$ cat config.mk
export PLATFORM = sky130hd
export DESIGN_NAME = uart_rx_engine
export DESIGN_NICKNAME = d
export VERILOG_FILES = /design/src/rtl/uart_rx_engine.sv
export SDC_FILE = /design/constraint.sdc
export NUM_CORES = 1
export LEC_CHECK = 0
export ABC_AREA = 1
export ABC_CLOCK_PERIOD_IN_PS = 3200
export BUFFER_PORTS_ARGS = -buffer_cell sky130_fd_sc_hd__buf_2
export CORE_MARGIN = 1
export CORE_UTILIZATION = 55
export DETAILED_ROUTE_END_ITERATION = 12
export PLACE_DENSITY = 0.73
export REMOVE_ABC_BUFFERS = 1
export SYNTH_ARGS = -nofsm -noshare
export SYNTH_HDL_FRONTEND = slang
export SYNTH_SLANG_ARGS = --single-unit
$ cat constraint.sdc
create_clock -name clk -period 3.2 [get_ports clk]
set_clock_uncertainty 0.15 [all_clocks]
set_input_delay 0.48 -clock clk [delete_from_list [all_inputs] [get_ports clk]]
set_output_delay 0.48 -clock clk [all_outputs]
set_load 0.01 [all_outputs]
$ cat src/rtl/uart_rx_engine.sv
// 16x-oversampled 8-bit UART receiver with a first-word-fall-through byte FIFO.
// Optional parity checking is compiled in when UART_RX_PARITY_EN is defined.
module uart_rx_engine #(
   parameter int CLK_FREQ   = 125_000_000,
   parameter int FIFO_DEPTH = 4
) (
   input  logic       clk,
   input  logic       rst_n,
   input  logic       RX,
   input  logic [7:0] RX_config_register,
   input  logic       RX_use,
   output logic [7:0] data_bus_out,
   output logic       RX_flag,
   output logic       parity_err,
   output logic       frame_err,
   output logic       overrun
);

   function automatic int div_of(input int baud);
      int d;
      d = CLK_FREQ / (16 * baud);
      return (d < 1) ? 1 : d;
   endfunction

   localparam int DIV0  = div_of(9600);
   localparam int DIV1  = div_of(19200);
   localparam int DIV2  = div_of(38400);
   localparam int DIV3  = div_of(115200);
   localparam int CNT_W = (DIV0 > 1) ? $clog2(DIV0) : 1;
   localparam int PTR_W = (FIFO_DEPTH > 1) ? $clog2(FIFO_DEPTH) : 1;
   localparam int CW    = PTR_W + 1;

   typedef enum logic [2:0] {
      S_IDLE, S_START, S_DATA, S_STOP, S_BREAK
`ifdef UART_RX_PARITY_EN
      , S_PARITY
`endif
   } state_t;

   state_t           state_q, state_d;
   logic             rx_meta_q, rx_meta_d, rx_sync_q, rx_sync_d, rx_prev_q, rx_prev_d;
   logic [1:0]       baud_q, baud_d;
   logic             two_q, two_d;
   logic             pen_q, pen_d, odd_q, odd_d;
   logic [CNT_W-1:0] tick_cnt_q, tick_cnt_d, div_m1;
   logic             tick;
   logic [3:0]       samp_q, samp_d;
   logic [2:0]       bit_q, bit_d;
   logic [7:0]       shift_q, shift_d;
   logic             stop2_q, stop2_d, pbad_q, pbad_d;
   logic             commit_q, commit_d;
   logic [7:0]       cbyte_q, cbyte_d;
   logic             cpbad_q, cpbad_d, cfbad_q, cfbad_d;
   logic             use_q, use_d, use_prev_q, use_prev_d;
   logic [PTR_W-1:0] wr_ptr_q, wr_ptr_d, rd_ptr_q, rd_ptr_d;
   logic [CW-1:0]    count_q, count_d;
   logic [7:0]       data_q, data_d;
   logic             flag_q, flag_d, perr_q, perr_d, ferr_q, ferr_d, ovr_q, ovr_d;
   logic             push_req, pop, full, push, drop;
   logic [7:0]       mem_q [FIFO_DEPTH];

`ifdef UART_RX_PARITY_EN
   logic unused_cfg;
   assign unused_cfg = ^RX_config_register[7:5];
`else
   logic unused_cfg;
   assign unused_cfg = ^{RX_config_register[7:5], RX_config_register[3:2], pen_q, odd_q};
`endif

   always_comb begin
      case (baud_q)
         2'b00:   div_m1 = CNT_W'(DIV0 - 1);
         2'b01:   div_m1 = CNT_W'(DIV1 - 1);
         2'b10:   div_m1 = CNT_W'(DIV2 - 1);
         default: div_m1 = CNT_W'(DIV3 - 1);
      endcase
      tick = (tick_cnt_q == div_m1);
   end

   always_comb begin
      rx_meta_d  = RX;
      rx_sync_d  = rx_meta_q;
      rx_prev_d  = rx_sync_q;
      state_d    = state_q;
      baud_d     = baud_q;
      two_d      = two_q;
      pen_d      = pen_q;
      odd_d      = odd_q;
      tick_cnt_d = tick ? '0 : tick_cnt_q + CNT_W'(1);
      samp_d     = samp_q;
      bit_d      = bit_q;
      shift_d    = shift_q;
      stop2_d    = stop2_q;
      pbad_d     = pbad_q;
      commit_d   = 1'b0;
      cbyte_d    = cbyte_q;
      cpbad_d    = cpbad_q;
      cfbad_d    = cfbad_q;
      if (tick && state_q != S_IDLE && state_q != S_BREAK) samp_d = samp_q + 4'd1;
      // The start bit is checked at tick 8; every later bit lands 16 ticks on, where samp wraps.
      case (state_q)
         S_IDLE: begin
            if (rx_prev_q && !rx_sync_q) begin
               state_d    = S_START;
               baud_d     = RX_config_register[1:0];
               two_d      = RX_config_register[4];
               pen_d      = RX_config_register[2];
               odd_d      = RX_config_register[3];
               tick_cnt_d = '0;
               samp_d     = '0;
            end
         end
         S_START: begin
            if (tick && samp_q == 4'd7) begin
               samp_d  = '0;
               bit_d   = '0;
               stop2_d = 1'b0;
               pbad_d  = 1'b0;
               state_d = rx_sync_q ? S_IDLE : S_DATA;
            end
         end
         S_DATA: begin
            if (tick && samp_q == 4'd15) begin
               shift_d = {rx_sync_q, shift_q[7:1]};
               bit_d   = bit_q + 3'd1;
               if (bit_q == 3'd7) begin
`ifdef UART_RX_PARITY_EN
                  state_d = pen_q ? S_PARITY : S_STOP;
`else
                  state_d = S_STOP;
`endif
               end
            end
         end
`ifdef UART_RX_PARITY_EN
         S_PARITY: begin
            if (tick && samp_q == 4'd15) begin
               pbad_d  = ((^shift_q) ^ rx_sync_q) != odd_q;
               state_d = S_STOP;
            end
         end
`endif
         S_STOP: begin
            if (tick && samp_q == 4'd15) begin
               if (!rx_sync_q || !two_q || stop2_q) begin
                  commit_d = 1'b1;
                  cbyte_d  = shift_q;
                  cpbad_d  = pbad_q;
                  cfbad_d  = !rx_sync_q;
                  state_d  = rx_sync_q ? S_IDLE : S_BREAK;
               end else begin
                  stop2_d = 1'b1;
               end
            end
         end
         S_BREAK: begin
            if (rx_sync_q) state_d = S_IDLE;
         end
         default: state_d = S_IDLE;
      endcase
   end

   always_comb begin
      use_d      = RX_use;
      use_prev_d = use_q;
      push_req   = commit_q && !cpbad_q && !cfbad_q;
      pop        = use_q && !use_prev_q && (count_q != '0);
      full       = (count_q == CW'(FIFO_DEPTH));
      push       = push_req && (!full || pop);
      drop       = push_req && full && !pop;
      wr_ptr_d   = wr_ptr_q + PTR_W'(push);
      rd_ptr_d   = rd_ptr_q + PTR_W'(pop);
      count_d    = count_q + CW'(push) - CW'(pop);
      flag_d     = (count_d != '0);
      // A byte written into the slot that becomes head must bypass the array.
      if (count_d == '0)                     data_d = 8'h00;
      else if (push && wr_ptr_q == rd_ptr_d) data_d = cbyte_q;
      else                                   data_d = mem_q[rd_ptr_d];
      ovr_d  = drop ? 1'b1 : (pop ? 1'b0 : ovr_q);
      perr_d = commit_q && cpbad_q;
      ferr_d = commit_q && cfbad_q;
   end

   always_ff @(posedge clk or negedge rst_n) begin
      if (!rst_n) begin
         state_q    <= S_IDLE;
         rx_meta_q  <= 1'b1;
         rx_sync_q  <= 1'b1;
         rx_prev_q  <= 1'b1;
         baud_q     <= 2'b11;
         two_q      <= 1'b0;
         pen_q      <= 1'b0;
         odd_q      <= 1'b0;
         tick_cnt_q <= '0;
         samp_q     <= '0;
         bit_q      <= '0;
         stop2_q    <= 1'b0;
         pbad_q     <= 1'b0;
         commit_q   <= 1'b0;
         cpbad_q    <= 1'b0;
         cfbad_q    <= 1'b0;
         use_q      <= 1'b0;
         use_prev_q <= 1'b0;
         wr_ptr_q   <= '0;
         rd_ptr_q   <= '0;
         count_q    <= '0;
         data_q     <= 8'h00;
         flag_q     <= 1'b0;
         perr_q     <= 1'b0;
         ferr_q     <= 1'b0;
         ovr_q      <= 1'b0;
      end else begin
         state_q    <= state_d;
         rx_meta_q  <= rx_meta_d;
         rx_sync_q  <= rx_sync_d;
         rx_prev_q  <= rx_prev_d;
         baud_q     <= baud_d;
         two_q      <= two_d;
         pen_q      <= pen_d;
         odd_q      <= odd_d;
         tick_cnt_q <= tick_cnt_d;
         samp_q     <= samp_d;
         bit_q      <= bit_d;
         stop2_q    <= stop2_d;
         pbad_q     <= pbad_d;
         commit_q   <= commit_d;
         cpbad_q    <= cpbad_d;
         cfbad_q    <= cfbad_d;
         use_q      <= use_d;
         use_prev_q <= use_prev_d;
         wr_ptr_q   <= wr_ptr_d;
         rd_ptr_q   <= rd_ptr_d;
         count_q    <= count_d;
         data_q     <= data_d;
         flag_q     <= flag_d;
         perr_q     <= perr_d;
         ferr_q     <= ferr_d;
         ovr_q      <= ovr_d;
      end
   end

   always_ff @(posedge clk) begin
      shift_q <= shift_d;
      cbyte_q <= cbyte_d;
      if (push) mem_q[wr_ptr_q] <= cbyte_q;
   end

   assign data_bus_out = data_q;
   assign RX_flag      = flag_q;
   assign parity_err   = perr_q;
   assign frame_err    = ferr_q;
   assign overrun      = ovr_q;

endmodule

* After elaboration in Yosys (flattened, before gate mapping) *
Memory sizes are Yosys's and may differ from the RTL's.
Index checks and enable logic that the tools add are counted.

operators by class
  add/subtract/negate cells = 7
  equality and inequality tests = 21
  mux-type cells = 34
  reduce and logical (&&, ||, !) cells = 37

operators with widths
  operator                                                         count
  10-bit 2-to-1 mux                                                3
  3-bit 2-to-1 mux                                                 10
  10-bit case mux with 3 select lines                              1
  8-bit 2-to-1 mux                                                 2
  2-bit != test, second input constant                             8
  3-bit case mux with 5 select lines                               1
  1-bit logical AND                                                13
  4-bit 2-to-1 mux                                                 3
  10-bit by 1-bit adder with 10-bit output, second input constant  1
  10-bit == test                                                   1
  1-bit 2-to-1 mux                                                 10
  3-bit == test, second input constant                             3
  3-bit nonzero test                                               3
  4-bit case mux with 2 select lines                               1
  7-bit AND reduction                                              1
  3-bit by 2-bit == test with 1-bit output, second input constant  2
  1-bit logical NOT                                                6
  3-bit logical NOT                                                2
  3-bit case mux with 2 select lines                               1
  3-bit AND reduction                                              2
  2-bit nonzero test                                               3
  2-bit by 1-bit adder with 2-bit output                           2
  4-bit by 1-bit adder with 4-bit output, second input constant    1
  4-bit by 3-bit == test with 1-bit output, second input constant  1
  15 further kinds                                                 18

word-level totals
  register bits = 65
  bits in writable memories = 32
  input bits = 12
  output and inout port bits = 12
  word-level logic and storage cells = 123
  memories kept = 1

memory list
  memory  words  bits a word  read ports  clocked after memory_dff  write ports  line  source
  mem_q   4      8            1           0                         1            60    logic [7:0] mem_q [FIFO_DEPTH];

* Longest topological paths before layout *
Gate-level depths: netlist of the first run.

  word-level depth = 9
  depth in mapped cells = 15
  depth with buffers taken out = 15

* Worst setup path before layout of the first run *
OpenSTA, ideal clock, no wires.

  path kind = register to register
  start = reg count_q[1]
  end = reg data_q[0] (netlist: data_bus_out[0])
  setup time = 0.120 ns
  arrival = 2.112 ns
  data required time = 2.930 ns
  path slack = 0.818 ns
  cell stages (with the launch flop) = 16
  path buffers = 0
  period minus slack after synthesis = 2.382 ns
  cell sequence = dfrtp_1 inv_2 nand2_1 nor2_1 o21ai_1 nand2_2 ha_1 inv_1 ha_1 fa_1 xnor2_1 inv_1 nor3_1 inv_1 o21ai_0 nor2_1

on the way
  cells in the longest elaborated chain, start to end = 8
  elaborated cells on any way between the ends = 15
  classes of those cells = add/sub (3); eq/ne (2); mux (2); reduce/logical (7); memory (1)

RTL lines
  what                                                           line      source
  start, declared                                                56        logic [CW-1:0] count_q, count_d;
  start signal, assigned                                         233       count_q <= count_d;
  3-bit == test / 3-bit nonzero test (equally long branches)     168, 167
  1-bit logical NOT / 1-bit logical AND (equally long branches)  169, 167
  1-bit logical OR                                               169       push = push_req && (!full || pop);
  1-bit logical AND                                              169
  3-bit by 1-bit adder with 3-bit output                         173       count_d = count_q + CW'(push) - CW'(pop);
  3-bit by 1-bit subtractor with 3-bit output (*)                173
  named net count_d[2]                                           56
  3-bit logical NOT (*)                                          176       if (count_d == '0) data_d = 8'h00;
  8-bit 2-to-1 mux (*)                                           176
  named net data_d[0]                                            57        logic [7:0] data_q, data_d;
  end signal, assigned                                           234       data_q <= data_d;
  end, declared                                                  57

The timed path passes the listed nets; every way through them passes the cells marked *.
A chain may end at the register's enable or synchronous reset.

* Final worst setup path of the first run *
  start = reg cfbad_q
  end = reg data_q[3] (netlist: data_bus_out[3])

on the way
  cells in the longest elaborated chain, start to end = 7
  elaborated cells on any way between the ends = 9
  classes of those cells = add/sub (2); mux (2); reduce/logical (5)

RTL lines
  what                                         line  source
  start, declared                              53    logic cpbad_q, cpbad_d, cfbad_q, cfbad_d;
  start signal, assigned                       201   cfbad_q <= 1'b0;
  start signal, assigned                       228   cfbad_q <= cfbad_d;
  1-bit logical NOT                            166   push_req = commit_q && !cpbad_q && !cfbad_q;
  1-bit logical AND                            166
  1-bit logical AND                            169
  3-bit by 1-bit adder with 3-bit output       173
  3-bit by 1-bit subtractor with 3-bit output  173
  named net count_d[2]                         56
  3-bit logical NOT                            176
  8-bit 2-to-1 mux                             176
  named net data_d[3]                          57

The timed path passes the listed nets, and every way through them passes these cells.

==> flow_metrics.py, run 1 <==
metrics = {
    "timing": {
        "rsz0062_at_grt": "no",
        "fmax_ghz": 0.374,
        "setup_viol": 0,
        "slew_viol_final": 0,
        "final.setup.tns_ns": 0,
        "fin_crit_ns": 2.67,
        "worst_pin_slew_ns": 0.799,
        "period_share_pct": 83.5,
        "hold_viol": 0,
        "maxSlewHeadroom_pct": 46.6,
    },
    "floorplan": {
        "io_pins": 24,
        "initial_core_util_pct": 56.5,
        "die_w_um": 90.9,
        "num_rows": 32,
        "fp.dieArea_um2": 8260,
        "coreArea_um2": 7690,
        "fp.dieH_um": 90.9,
    },
    "synth": {
        "yosys_warnings": 0,
        "synth_flop_cell": "edfxtp_1",
        "ys_seq_area_share_pct": 61.5,
        "synth.distinct_cells": 41,
        "synth.top_cell.area_share_pct": 33.2,
        "synth_top_cell_by_area": "edfxtp_1",
        "synth-edff-count": 48,
        "synthArstFlopShare_pct": 50.5,
        "ys_seq_elements": 97,
        "synth.area.top_cells": "edfxtp_1 33%, dfrtp_1 25%, nand2_1 5.2%",
        "avgSynthCellArea_um2": 11.1,
        "netlist_area_um2": 4350,
        "syn_inst": 392,
    },
    "place": {
        "place_congestion": 0.802,
        "port_buffers": 17,
        "placed_area_um2": 4560,
        "hpwl_um": 4840,
    },
    "clock_network": {
        "cts_num_sinks": 97,
        "postCtsSetupRepairBufs": 0,
        "cts_buffers": 9,
        "cts_tree": "yes",
        "clockRootBuffer": "clkbuf_8",
        "clkTransAtPathRegs_ns": 0.10,
        "insertion_delay_ns": 0.36,
        "cts_resized": 0,
        "cts_buffer_depth": 2,
        "htreeDepth": 3,
    },
    "setup_path": {
        "cp.required_ns": 3.31,
        "rr_worst_depth": 12,
        "worstPathArrival_ns": 2.78,
        "critical_path.max_fanout": 9,
        "critical_path.startpoint_type": "register",
        "r2r-end": "data_bus_out[3]",
        "end_kind": "register",
        "critPathLaunch": "cfbad_q",
        "r2r_start": "cfbad_q",
        "r2r_setup_slack_ns": 0.53,
        "path_class": "reg -> reg",
    },
    "power": {
        "pwr-share-seq_pct": 48.7,
        "p_per_area_nw_per_um2": 654,
        "vdd_drop_max_mv": 0.340,
        "power.switching_mw": 1.04,
        "p_comb_share_pct": 24.7,
        "p_leak_nw": 2.14,
        "swShare_pct": 33.3,
        "internal-power_mw": 2.09,
        "power_mw": 3.13,
        "p_clk_share_pct": 26.6,
    },
    "detailed_routing": {
        "first_pass_iters": 4,
        "avgRoutedWirePerCell_um": 13.2,
        "num_vias": 2709,
        "finalWirelength_um": 6950,
        "postRouteAntennaNets": 0,
        "drt_iter0_markers": 125,
        "remaining_drc_errors": 0,
        "viasPerCell": 5.13,
    },
    "layout": {
        "num-fill-cells": 623,
        "register_area_um2": 2670,
        "design_area_um2": 4790,
        "syn_to_final_growth_pct": 10.2,
        "multi_input_area_um2": 1480,
        "drive_gt1_share_pct": 18.5,
        "nNetsFinal": 447,
        "final_common_cell": "nand2_1",
        "diodes": 0,
        "layout_common_cells": "60 x nand2_1, 51 x nor2_1, 48 x edfxtp_1",
    },
    "global_routing": {
        "grt_overflow": 0,
        "grt_pass1_vias": 2667,
        "grt_pass1_wl_um": 12000,
        "grt_usage_pct": 18.7,
        "grt_start_max_net_pins": 36,
        "antenna_found_initial": 0,
    },
    "worst_hold_path": {
        "hp-class": "in -> reg",
        "min_to": "rx_meta_q",
        "hp-start": "RX",
        "holdPathStages": 1,
    },
    "outcome": {
        "outcome": "completed",
    },
    "job": {
        "cap_violations": 0,
    },
}
## worst max-delay path by stage
stage,cells after the start,end
after global placement,12,data_bus_out[1]
after detailed placement,12,data_bus_out[6]
after floorplan,9,data_bus_out[0]
after CTS,12,data_bus_out[6]
after global routing,15,data_bus_out[1]
final,12,data_bus_out[3]
## critical path, stage by stage (launching register included)
cell     delay, ns
dfrtp_1       0.40
nor2_1        0.25
nand2_2       0.14
ha_1          0.29
inv_1         0.04
ha_1          0.18
fa_1          0.37
xnor2_1       0.16
inv_1         0.07
nor3_1        0.14
inv_1         0.19
o21ai_1       0.13
nor2_1        0.05
## flip-flops by register name, indices dropped and copies added, names as in the netlist, 3 cells and up
register,flops
bit_q,3
samp_q,4
tick_cnt_q,10
shift_q,8
mem_q,32
data_bus_out,8
cbyte_q,8
state_q,3
count_q,3
## repair_timing
| action | in CTS | in global routing |
|---|---|---|
| hold buffers | 1 | 0 |
| setup endpoints to repair | 0 | 0 |
| endpoints found under the hold margin | 14 | 0 |
## area by class of cell
type	count	area share, %
Clock buffer	9	2.59
Inverter	45	3.58
Multi-Input combinational cell	246	30.8
Sequential cell	97	55.8
Tap cell	102	2.66
Timing Repair Buffer	22	2.61
Clock inverter	7	1.93
## Yosys cell counts (2+ instances only)
library cell,count
buf_2,2
nor3_1,5
dfrtp_1,44
nand2_1,60
inv_2,3
nor2_1,51
edfxtp_1,48
xnor2_1,8
or2_2,10
a21oi_1,6
inv_1,41
o21ai_1,8
dfstp_2,5
ha_1,13
o211ai_1,10
mux2i_1,8
nor2_4,3
nand3_1,13
nand4_1,6
xor2_1,4
buf_4,2
o21ai_0,14
nor3b_1,3
nand2_2,6
nor2_2,3
## layer usage
metal / part of all wire, % / up-vias / track usage, %
met5: 0 / - / 0
met4: 1.3 / 0 / 6.22
met3: 3.7 / 11 / 3.79
met2: 50 / 59 / 32.1
met1: 45 / 1286 / 23.8
li1: - / 1353 / -
## per-stage QoR
stage	setup slack, ns	instances	utilization (%)	hold WS (ns)
floorplan	0.800	388	-	0.0344
global placement	0.537	511	59.4	0.199
detailed placement	0.512	511	59.4	0.198
CTS	0.502	528	62.3	0.0426
global route	0.279	528	62.3	0.0362
finish	0.527	528	62.3	0.0518
## cell families after synthesis
family / share of synthesized area (%)
AO/OA/AOI/OAI: 5.58
XOR/XNOR: 3.43
adder cells (fa/ha/maj): 4.20
buffers and inverters: 4.52
flip-flops: 61.5
multiplexers: 2.10
other: 0.0863
AND/OR/NAND/NOR: 18.6
## power by group through the flow
stage	sequential (mW)	clock, mW	combinational [mW]
after CTS	1.52	0.860	0.778
after global placement	1.54	0	0.745
after global routing	1.54	0.904	0.887
after detailed placement	1.55	0	0.773
after floorplan	1.52	0	0.651
final	1.52	0.834	0.772
Power figures use the tool's default switching activity.
==> run 2: changes to the inputs <==
--- a/config.mk
+++ b/config.mk
@@ -6,12 +6,12 @@
 export NUM_CORES = 1
 export LEC_CHECK = 0
 export ABC_AREA = 1
-export ABC_CLOCK_PERIOD_IN_PS = 3200
+export ABC_CLOCK_PERIOD_IN_PS = 2300
 export BUFFER_PORTS_ARGS = -buffer_cell sky130_fd_sc_hd__buf_2
 export CORE_MARGIN = 1
 export CORE_UTILIZATION = 55
 export DETAILED_ROUTE_END_ITERATION = 12
-export PLACE_DENSITY = 0.73
+export PLACE_DENSITY = 0.76
 export REMOVE_ABC_BUFFERS = 1
 export SYNTH_ARGS = -nofsm -noshare
 export SYNTH_HDL_FRONTEND = slang
==> constraint.sdc (replaced) <==
create_clock -name clk -period 2.3 [get_ports clk]
set_clock_uncertainty 0.15 [all_clocks]
set_input_delay 0.345 -clock clk [delete_from_list [all_inputs] [get_ports clk]]
set_output_delay 0.345 -clock clk [all_outputs]
set_load 0.01 [all_outputs]
==> run 2 against run 1 <==
The run now ends with negative setup slack left. Register-to-register slack got worse by 0.62 ns. Maximum frequency rose by 12%. Sequential power rose by 39%. Combinational power rose by 92%. Wire length rose by 8.5%. First-iteration DRC count rose by 16%. Non-clock buffer count rose by 29. Hold slack improved by 0.0030 ns. Critical path type unchanged. Largest cell class unchanged.
==> flow_metrics.py, run 2 (synthesis gave the netlist of run 1 again) <==
metrics = {
    "floorplan": {
        "io_pins": 24,
        "die_w_um": 90.9,
        "num_rows": 32,
        "initial_core_util_pct": 56.5,
        "fp.dieH_um": 90.9,
        "fp.dieArea_um2": 8260,
        "coreArea_um2": 7690,
    },
    "timing": {
        "fin_crit_ns": 2.39,
        "period_share_pct": 104,
        "setup_viol": 9,
        "fmax_ghz": 0.418,
        "worst_slack_ns": -0.0943,
        "rsz0062_at_grt": "yes",
        "final.setup.tns_ns": -0.798,
        "worst_pin_slew_ns": 0.630,
        "hold_viol": 0,
        "maxSlewHeadroom_pct": 58.0,
        "slew_viol_final": 0,
    },
    "place": {
        "dp.cells": 531,
        "place_congestion": 0.832,
        "hpwl_um": 4880,
        "port_buffers": 17,
        "dp_worst_setup_slack_ns": -0.221,
        "placed_area_um2": 4730,
    },
    "global_routing": {
        "antenna_found_initial": 0,
        "grt_pass1_vias": 2685,
        "grt_usage_pct": 19.6,
        "grt_overflow": 0,
        "grt_start_max_net_pins": 50,
        "grt_pass1_wl_um": 12400,
    },
    "detailed_routing": {
        "postRouteAntennaNets": 0,
        "first_pass_iters": 5,
        "avgRoutedWirePerCell_um": 13.5,
        "viasPerCell": 5.15,
        "finalWirelength_um": 7540,
        "num_vias": 2868,
        "remaining_drc_errors": 0,
        "drt_iter0_markers": 145,
    },
    "setup_path": {
        "cp.required_ns": 2.42,
        "crit_path_top_delay_cell": "dfrtp_1",
        "crit_chain": "inv_2 > nand2_1 > nor2_2 > o21ai_1 > nand2_2 > ha_1 > inv_1 > ha_2 > fa_2 > xnor2_2 > inv_1 > nor3_2 > inv_2 > buf_4",
        "critical_path.max_fanout": 9,
        "critical_path.startpoint_type": "register",
        "path_class": "reg -> reg",
        "worstPathArrival_ns": 2.51,
        "slowest_delay_ns": 0.41,
        "end_kind": "register",
    },
    "layout": {
        "largest-register": "mem_q",
        "num-fill-cells": 575,
        "final_common_cell": "nand2_1",
        "syn_to_final_growth_pct": 18.3,
        "layout_common_cells": "56 x nand2_1, 50 x nor2_1, 48 x edfxtp_1",
        "reg.largest.list": "mem_q: 32 flops, tick_cnt_q: 10 flops",
        "drive_gt1_share_pct": 28.6,
        "post_layout_nonfiller_instances": 557,
        "nNetsFinal": 476,
        "diodes": 0,
        "design_area_um2": 5140,
        "largest_reg_flops": 32,
    },
    "clock_network": {
        "cts_buffers": 9,
        "clockRootBuffer": "clkbuf_8",
        "cts_num_sinks": 97,
        "clkTransAtPathRegs_ns": 0.10,
        "cts_buffer_depth": 2,
        "insertion_delay_ns": 0.36,
        "cts_tree": "yes",
        "htreeDepth": 3,
    },
    "job": {
        "cap_violations": 0,
    },
    "worst_hold_path": {
        "hp-class": "in -> reg",
    },
    "outcome": {
        "violations": "negative setup slack",
        "outcome": "finished, violations left",
    },
    "power": {
        "p_leak_nw": 2.28,
        "vdd_drop_max_mv": 0.595,
        "p_per_area_nw_per_um2": 909,
    },
}
run 2: metrics by stage:
stage	utilization (%)	power (mW)	hold WS [ns]
after floorplan	-	3.02	-0.101
after global placement	61.5	3.23	0.198
after detailed placement	61.5	3.28	0.201
after CTS	64.9	4.43	0.0430
after global routing	66.9	4.96	0.0393
final	66.9	4.67	0.0548
run 2: final cells by class:
cell class / count / area, um^2 / share of cell area [%]
clock buffers: 9 / 124 / 2.41
clock inverters: 7 / 70.1 / 1.36
inverters: 45 / 171 / 3.33
multi-input cells: 246 / 1610 / 31.3
flip-flops and latches: 97 / 2670 / 52.0
well taps: 102 / 128 / 2.48
repair buffers: 51 / 368 / 7.15
run 2: power by group:
part / total [mW] / switching [mW] / internal, mW
Combinational: 1.48 / 0.851 / 0.628
Sequential: 2.12 / 0.158 / 1.96
Clock: 1.08 / 0.650 / 0.425
run 2: worst max-delay path: cells and delay by family (launching register included):
kind,cells,cell delay (ns)
flip-flops,1,0.41
adder cells (fa/ha/maj),3,0.79
AND/OR/NAND/NOR,4,0.30
XOR/XNOR,1,0.15
AO/OA/AOI/OAI,1,0.09
buffers and inverters,5,0.40
run 2: final timing paths:
path,from,end,slack [ns],depth (start not counted)
hold / removal,RX_config_register[1],baud_q[1],0.05,3
max in group asynchronous,rst_n,bit_q[0],1.11,3
setup / recovery,count_q[1],RX_flag,-0.09,14
min in group asynchronous,rst_n,data_bus_out[4],0.45,3
setup reg to reg,count_q[1],RX_flag,-0.09,14
hold reg to reg,rx_meta_q,rx_prev_d,0.21,0
run 2: layer usage:
layer  GRT usage, %  vias to the layer above  wire length (um)
met5              0                        -                 0
met4           7.54                        0               220
met3           5.39                       23               340
met2           31.6                       88              3760
met1           25.3                     1347              3230
li1               -                     1410                 -
run 2: repair_timing:
action	in CTS	in global routing
buffers inserted	2	5
cloned	0	0
endpoints found under the setup margin	19	37
pin swaps	2	13
hold buffers	3	0
endpoints found under the hold margin	46	0
gates resized for setup	11	23
==> run 3: changes to the inputs <==
--- a/config.mk
+++ b/config.mk
@@ -11,6 +11,7 @@
 export CORE_MARGIN = 1
 export CORE_UTILIZATION = 55
 export DETAILED_ROUTE_END_ITERATION = 12
+export GPL_TIMING_DRIVEN = 0
 export PLACE_DENSITY = 0.76
 export REMOVE_ABC_BUFFERS = 1
 export SYNTH_ARGS = -nofsm -noshare
==> run 3 against run 2 <==
The flow still finishes with violations (negative setup slack). Combinational power fell by 7%. Die area did not move. Maximum frequency fell by 12%. Critical path type unchanged. Sequential cell count did not move. Critical endpoint unchanged. Critical path depth fell by 3.
==> flow_metrics.py, run 3 (synthesis gave the netlist of run 1 again) <==
metrics = {
    "global_routing": {
        "antenna_found_initial": 0,
        "grt_overflow": 0,
        "grt_pass1_vias": 2846,
        "grt_start_max_net_pins": 50,
        "grt_usage_pct": 20.4,
        "grt_pass1_wl_um": 13200,
    },
    "detailed_routing": {
        "num_vias": 2851,
        "avgRoutedWirePerCell_um": 14.7,
        "finalWirelength_um": 8060,
        "drt_iter0_markers": 146,
        "postRouteAntennaNets": 0,
        "viasPerCell": 5.18,
        "first_pass_iters": 4,
        "remaining_drc_errors": 0,
    },
    "timing": {
        "maxSlewHeadroom_pct": 25.9,
        "setup_viol": 9,
        "worst_slack_ns": -0.436,
        "period_share_pct": 119,
        "fmax_ghz": 0.366,
        "final.setup.tns_ns": -3.42,
        "slew_viol_final": 0,
        "fin_crit_ns": 2.74,
        "hold_viol": 0,
        "worst_pin_slew_ns": 1.11,
        "whs_ns": 0.0360,
        "rsz0062_at_grt": "yes",
    },
    "floorplan": {
        "initial_core_util_pct": 56.5,
        "die_w_um": 90.9,
        "coreArea_um2": 7690,
        "fp.dieArea_um2": 8260,
        "num_rows": 32,
        "fp.dieH_um": 90.9,
        "io_pins": 24,
    },
    "setup_path": {
        "crit_chain": "nor3_2 > nor3_4 > ha_4 > inv_2 > ha_4 > fa_2 > xnor2_2 > inv_2 > nor3_4 > clkinvlp_4 > buf_4",
        "critical_path.startpoint_type": "register",
        "crit_path_top_delay_cell": "dfrtp_1",
        "end_kind": "register",
        "cp_top_family": "adder cells",
        "worstPathArrival_ns": 2.85,
        "cp.required_ns": 2.41,
        "critical_path.max_fanout": 4,
        "slowest_delay_ns": 0.43,
        "crit_buf_inv": 4,
        "path_class": "reg -> reg",
    },
    "clock_network": {
        "cts_tree": "yes",
        "cts_buffers": 9,
        "insertion_delay_ns": 0.36,
        "clkTransAtPathRegs_ns": 0.10,
        "htreeDepth": 3,
        "cts_num_sinks": 97,
        "cts_buffer_depth": 2,
        "clockRootBuffer": "clkbuf_8",
    },
    "layout": {
        "largest_reg_flops": 32,
        "post_layout_nonfiller_instances": 550,
        "largest-register": "mem_q",
        "drive_gt1_share_pct": 30.6,
        "reg.largest.list": "mem_q: 32 flops, tick_cnt_q: 10 flops",
        "syn_to_final_growth_pct": 19.7,
        "diodes": 0,
        "final_common_cell": "nand2_1",
        "layout_common_cells": "55 x nand2_1, 48 x edfxtp_1, 44 x dfrtp_1",
        "nNetsFinal": 469,
    },
    "outcome": {
        "violations": "negative setup slack",
        "outcome": "finished, violations left",
    },
    "power": {
        "power.switching_mw": 1.61,
        "vdd_drop_max_mv": 0.613,
        "internal-power_mw": 2.95,
        "p_per_area_nw_per_um2": 876,
        "pwr-share-seq_pct": 46.6,
        "swShare_pct": 35.4,
        "p_comb_share_pct": 30.4,
        "p_clk_share_pct": 23.1,
        "p_leak_nw": 2.23,
    },
    "job": {
        "cap_violations": 0,
    },
    "place": {
        "port_buffers": 17,
        "place_congestion": 0.800,
        "hpwl_um": 4810,
        "dp_worst_setup_slack_ns": -0.638,
        "dp.cells": 507,
    },
    "worst_hold_path": {
        "hp-class": "in -> async",
    },
}
## run 3: cell types whose count changed in the layout (fill, tap and decap cells not counted), moves of 3 or more
cell        before  now
nor2_4           3    9
buf_4           28   19
clkinvlp_4       1    5
ha_2             3    0
ha_4             3    6
nor2_1          50   43
## run 3: through the flow
stage                     instance area, um^2  power [mW]  utilization (%)
after global placement                   4530        3.18             59.0
after floorplan                          4320        3.02                -
after global routing                     5200        4.82             67.7
after CTS                                5020        4.35             65.3
after detailed placement                 4530        3.23             59.0
final                                    5200        4.56             67.7
## run 3: power by group through the flow
| stage | Sequential [mW] | Clock, mW | Combinational, mW |
|---|---|---|---|
| floorplan | 2.11 | 0 | 0.906 |
| global placement | 2.14 | 0 | 1.03 |
| detailed placement | 2.15 | 0 | 1.08 |
| CTS | 2.11 | 1.06 | 1.18 |
| global route | 2.14 | 1.14 | 1.53 |
| finish | 2.12 | 1.05 | 1.38 |
## run 3: final cells by class
type / instances / area, um^2
clock buffers: 9 / 124
inverters: 45 / 179
flip-flops and latches: 97 / 2670
fillers: 555 / 2480
repair inverters: 1 / 7.51
multi-input cells: 247 / 1710
repair buffers: 42 / 319
well taps: 102 / 128
clock inverters: 7 / 61.3
## run 3: metal layers
layer | share of wire (%) | routed length [um] | vias up | track usage [%]
li1 | - | - | 1403 | -
met1 | 43 | 3480 | 1388 | 25.0
met2 | 53 | 4240 | 47 | 36.7
met3 | 2.7 | 218 | 13 | 2.86
met4 | 1.6 | 130 | 0 | 7.41
met5 | 0 | 0 | - | 0
## run 3: worst paths after layout
| kind | from | to | slack [ns] | depth (start not counted) |
|---|---|---|---|---|
| worst max-delay path | count_q[2] | RX_flag | -0.44 | 11 |
| min in group clk | RX_config_register[1] | baud_q[1] | 0.06 | 3 |
| worst min-delay path | rst_n | RX_flag | 0.04 | 1 |
| max in group asynchronous | rst_n | tick_cnt_q[1] | 1.28 | 1 |
| worst max register to register | count_q[2] | RX_flag | -0.44 | 11 |
| worst min register to register | rx_meta_q | rx_prev_d | 0.21 | 0 |
## run 3: what timing repair did
item | in CTS | in global routing
resized for setup | 35 | 23
cloned | 2 | 0
hold buffers | 2 | 0
pin swaps | 2 | 12
hold endpoints to repair | 2 | 0
setup endpoints to repair | 36 | 65
setup buffers | 17 | 6
